--- config.mk ---
export PLATFORM = sky130hd
export DESIGN_NAME = uart_tx_arbiter
export DESIGN_NICKNAME = d
export VERILOG_FILES = /design/src/rtl/uart_tx_arbiter.sv
export SDC_FILE = /design/constraint.sdc
export NUM_CORES = 1
export LEC_CHECK = 0
export ABC_CLOCK_PERIOD_IN_PS = 3840
export BUFFER_PORTS_ARGS = -buffer_cell sky130_fd_sc_hd__buf_2
export CAP_MARGIN = 20
export CORE_ASPECT_RATIO = 0.7
export CORE_UTILIZATION = 31
export DETAILED_ROUTE_END_ITERATION = 10
export PLACE_DENSITY = 0.57
export REMOVE_ABC_BUFFERS = 1
export SLEW_MARGIN = 0
export SYNTH_ARGS = -nofsm -noshare
export SYNTH_HDL_FRONTEND = slang
export SYNTH_SLANG_ARGS = --single-unit
--- constraint.sdc ---
create_clock -name CLK100MHZ -period 3.84 [get_ports CLK100MHZ]
set_input_delay 0 -clock CLK100MHZ [delete_from_list [all_inputs] [get_ports CLK100MHZ]]
set_output_delay 0 -clock CLK100MHZ [all_outputs]
set_load 0.05 [all_outputs]
--- src/rtl/uart_tx_arbiter.sv ---
// uart_tx_arbiter: round-robin, packet-locked arbiter sharing one UART_TX among NREQ byte sources.
// Define UART_ARB_TIMEOUT_EN to add a SEND watchdog that aborts a stuck frame and sets sticky ERR.
module uart_tx_arbiter #(
  parameter int NREQ = 4,
  parameter int DW = 8,
  parameter int MAX_BURST = 16,
  parameter int TIMEOUT_CYCLES = 16384
) (
  input  logic              CLK100MHZ,
  input  logic              RESET_N,
  input  logic [NREQ-1:0]   REQ,
  input  logic [NREQ*DW-1:0] REQ_DATA,
  input  logic [NREQ-1:0]   REQ_LAST,
  output logic [NREQ-1:0]   ACK,
  output logic [NREQ-1:0]   GRANT,
  output logic              TX_EN,
  output logic [DW-1:0]     TX_DATA,
  input  logic              TX_DONE,
  output logic              BUSY,
  output logic              ERR
);
  localparam int IW = $clog2(NREQ);
  typedef enum logic [1:0] {IDLE, LOAD, SEND, GAP} state_t;
  state_t state_q, state_d;
  logic [IW-1:0] rr_q, rr_d, g_q, g_d, pick;
  logic [NREQ-1:0] ack_q, ack_d, grant_q, grant_d;
  logic [DW-1:0] data_q, data_d;
  logic [7:0] burst_q, burst_d;
  logic tx_en_q, tx_en_d, last_q, last_d, busy_q, found, timeout;

`ifdef UART_ARB_TIMEOUT_EN
  localparam int WW = $clog2(TIMEOUT_CYCLES + 1);
  logic [WW-1:0] wd_q;
  logic err_q;
  assign timeout = state_q == SEND && !TX_DONE && wd_q == WW'(TIMEOUT_CYCLES - 1);
  always_ff @(posedge CLK100MHZ or negedge RESET_N)
    if (!RESET_N) begin
      wd_q <= '0;
      err_q <= 1'b0;
    end else begin
      wd_q <= state_q == SEND ? wd_q + WW'(1) : '0;
      err_q <= err_q | timeout;
    end
  assign ERR = err_q;
`else
  assign timeout = TIMEOUT_CYCLES < 0;
  assign ERR = 1'b0;
`endif

  // first asserted requester searching upward from rr+1, wrapping at NREQ
  always_comb begin
    found = 1'b0;
    pick = rr_q;
    for (int k = 0; k < NREQ; k++)
      if (!found && REQ[IW'((int'(rr_q) + 1 + k) % NREQ)]) begin
        found = 1'b1;
        pick = IW'((int'(rr_q) + 1 + k) % NREQ);
      end
  end

  always_comb begin
    state_d = state_q;
    rr_d = rr_q;
    g_d = g_q;
    grant_d = grant_q;
    ack_d = '0;
    tx_en_d = 1'b0;
    data_d = data_q;
    last_d = last_q;
    burst_d = burst_q;
    case (state_q)
      IDLE: if (found) begin
        g_d = pick;
        grant_d = NREQ'(1) << pick;
        burst_d = '0;
        state_d = LOAD;
      end
      LOAD: if (!REQ[g_q]) begin
        grant_d = '0;
        state_d = IDLE;
      end else begin
        data_d = REQ_DATA[g_q*DW +: DW];
        last_d = REQ_LAST[g_q];
        ack_d = grant_q;
        burst_d = burst_q + 8'd1;
        state_d = SEND;
      end
      SEND: if (TX_DONE) state_d = GAP;
      else if (timeout) begin
        rr_d = g_q;
        grant_d = '0;
        state_d = IDLE;
      end else tx_en_d = 1'b1;
      GAP: if (last_q || burst_q == 8'(MAX_BURST) || !REQ[g_q]) begin
        rr_d = g_q;
        grant_d = '0;
        state_d = IDLE;
      end else state_d = LOAD;
    endcase
  end

  always_ff @(posedge CLK100MHZ or negedge RESET_N)
    if (!RESET_N) begin
      state_q <= IDLE;
      rr_q <= IW'(NREQ - 1);
      g_q <= '0;
      grant_q <= '0;
      ack_q <= '0;
      tx_en_q <= 1'b0;
      data_q <= '0;
      last_q <= 1'b0;
      burst_q <= '0;
      busy_q <= 1'b0;
    end else begin
      state_q <= state_d;
      rr_q <= rr_d;
      g_q <= g_d;
      grant_q <= grant_d;
      ack_q <= ack_d;
      tx_en_q <= tx_en_d;
      data_q <= data_d;
      last_q <= last_d;
      burst_q <= burst_d;
      busy_q <= state_d != IDLE;
    end

  assign ACK = ack_q;
  assign GRANT = grant_q;
  assign TX_EN = tx_en_q;
  assign TX_DATA = data_q;
  assign BUSY = busy_q;
endmodule

==> results.cfg <==
[sta]
rsz0062_at_grt = false
relSlewSlack = 0.459
clock_skew_ns = 0.00783
hold-worst-slack_ns = 0.161
hold_viol = 0
worst_pin_slew_ns = 0.804
setup_viol = 0
setup_slack_ns = 1.36
slew_violations = 0
tns_ns = 0
fin_crit_sh = 0.647
max_freq_ghz = 0.403
fin_crit_ns = 2.48

[clock_network]
cts_num_sinks = 33
cts_buffers = 5
ctsResizeCount = 0
cts-htree-levels = 2
clk_pin_slew_ns = 0.07
cts_tree = done
cts_root_buf = clkbuf_8
insertion_delay_ns = 0.28
clk_path_buf_depth = 2

[logic_synthesis]
synthSimpleGateAreaFrac = 0.145
async_reset_ff_frac = 1.00
synth_ff_type = dfrtp_1
synth_seq_cells = 33
synth_compound_area_frac = 0.124
postSynthAreaPerCell_sq_um = 12.0
syn_inst = 149
synthAdderAreaFrac = 0.0140
ys_types = 44
synth_top_family_by_area = multiplexers
muxShareOfSynthArea = 0.201
yosysWarnings = 0
synth-xor-area-share = 0.00982
synth_edf_count = 0
seq_area_frac_synth = 0.464
syn_area_sq_um = 1780

[setup_path]
worstSetupStartpointType = register
timing.rr.end = burst_q[6]$_DFFE_PN0P_
cp-end-kind = register
path_class = reg -> reg
reg2reg_from = g_q[1]$_DFFE_PN0P_
r2r_slack_ns = 1.36
reg2reg_depth = 4
cp_top_family = simple AND/OR/NAND/NOR gates
slowest_delay_ns = 0.69
crit_slowest_cell = dfrtp_1
worstPathArrival_ns = 2.69
cp.required_ns = 4.05
crit_buf_inv = 0
crit_chain = mux4_2, nand2_1, or4_1, a21oi_1
path_max_fanout = 15

[route]
antenna_left = 0
wl_microns = 4200
firstDrtPassIters = 5
vias_per_cell = 5.05
vias = 1439
drc = 0
post_drt_wl_per_cell_microns = 14.7
drt_iter0_drc = 116

[floorplanning]
core_area_sq_um = 5400
die_h_microns = 65.5
dieArea_sq_um = 6070
pin_count = 62
initial_core_util = 0.331
die_x_microns = 92.7
rows = 22

[placed_design]
place_ws_ns = 1.34
dp.cells = 275
dpl.hpwl_microns = 3200
place_congestion = 0.812
placed_area_sq_um = 2130
port_buffers = 60

[power]
power_mw = 1.87
irDropWorstVdd_uv = 319
p_leak_nw = 1.06
powerDensity_nw_per_um2 = 818

[final_layout]
fin_util = 0.424
drive_gt1_frac = 0.469
syn_to_final_growth_pct = 28.3
layout.cells.non_filler = 285
fillers = 548
insertedDiodeCount = 0
nNetsFinal = 257
final_area_sq_um = 2290

[global_route]
grt_max_degree = 34
antenna_found_initial = 0
overflow = 0
grt_pass1_vias = 1357
track_usage = 0.151
grt_pass1_wl_microns = 6980

[hold_path]
hold_depth = 3
hold_class = in -> reg
hold_start = REQ[2]
holdPathEnd = GRANT[2]$_DFFE_PN0P_

[flow_run]
maxCapViolations = 0

[status]
status = finished clean
==> cells in the final DEF (no fill, tap or decap), drive strengths merged, types with 3 or more instances in the layout <==
cell and count:
nand2 10, mux4 10, buf 61, a21oi 7
mux2 11, or3 3, clkbuf 5, nor2 7
and3 5, dfrtp 31, o21ai 7, nand3 9
or4 3, o31ai 3, inv 6
==> metal layers <==
metal / vias up / wire length, microns / track usage
li1: 686 / - / -
met3: 4 / 294 / 0.0359
met4: 0 / 48 / 0.0577
met1: 692 / 2230 / 0.237
met2: 57 / 1630 / 0.197
met5: - / 0 / 0
==> logic make-up (layout without fill, tap and decap cells) <==
kind of cell             after synthesis  count (layout)
multiplexers                          22              22
AND/OR/NAND/NOR                       46              46
adder cells (fa/ha/maj)                2               2
XOR/XNOR                               2               2
flip-flops                            33              33
buffers and inverters                 13              77
AO/OA/AOI/OAI                         30              30
other                                  1               1
==> registers in the layout, indices dropped and copies added, names as in the netlist <==
name     cells
TX_DATA      8
burst_q      8
ACK          4
GRANT        4
g_q          2
rr_q         2
state_q      2
BUSY         1
TX_EN        1
last_q       1
==> cells in the mapped netlist, drive strengths merged (2+ instances only) <==
cell	count	area, sq um
nand2	10	37.5
a22o	2	20.0
dfstp	2	52.6
nand3	9	50.1
o31ai	3	22.5
or4	3	22.5
mux2	11	124
or3	3	20.0
mux4	10	225
ha	2	25.0
and3	5	31.3
buf	6	43.8
o21ai	7	35.0
o2bb2ai	2	17.5
nor2	7	26.3
a21oi	7	35.0
inv	6	22.5
dfrtp	31	776
xor2	2	17.5
==> how the worst max path moves through the flow <==
| stage | to | cells past startpoint | from |
|---|---|---|---|
| finish | burst_q[6]$_DFFE_PN0P_ | 4 | g_q[1]$_DFFE_PN0P_ |
| global route | burst_q[6]$_DFFE_PN0P_ | 4 | g_q[1]$_DFFE_PN0P_ |
| CTS | burst_q[6]$_DFFE_PN0P_ | 4 | g_q[1]$_DFFE_PN0P_ |
| detailed placement | burst_q[6]$_DFFE_PN0P_ | 4 | g_q[1]$_DFFE_PN0P_ |
| global placement | burst_q[6]$_DFFE_PN0P_ | 4 | g_q[1]$_DFFE_PN0P_ |
| floorplan | burst_q[6]$_DFFE_PN0P_ | 4 | g_q[0]$_DFFE_PN0P_ |
==> worst min-delay path, stage by stage <==
cell       delay (ns)
buf_2            0.15
o31ai_1          0.12
o2bb2ai_1        0.14
==> power breakdown <==
part	switching, mW	internal [mW]	leakage, nW	total, mW
Clock	0.125	0.258	0.0681	0.383
Combinational	0.552	0.344	0.573	0.897
Sequential	0.119	0.473	0.419	0.592
Total	0.796	1.08	1.06	1.87
==> final cells by class <==
cell class | instances | area (sq um) | share of cell area
multi-input cells | 103 | 886 | 0.387
flip-flops and latches | 33 | 828 | 0.362
repair buffers | 63 | 328 | 0.143
well taps | 72 | 90.1 | 0.0394
clock buffers | 5 | 68.8 | 0.0301
clock inverters | 3 | 65.1 | 0.0284
inverters | 6 | 22.5 | 0.00984
==> repair_timing <==
item                                   4_1_cts  5_1_grt
hold buffers                                 2        0
endpoints found under the hold margin       32        0
buffers inserted                             0        0
(Power assumes the default switching activity.)
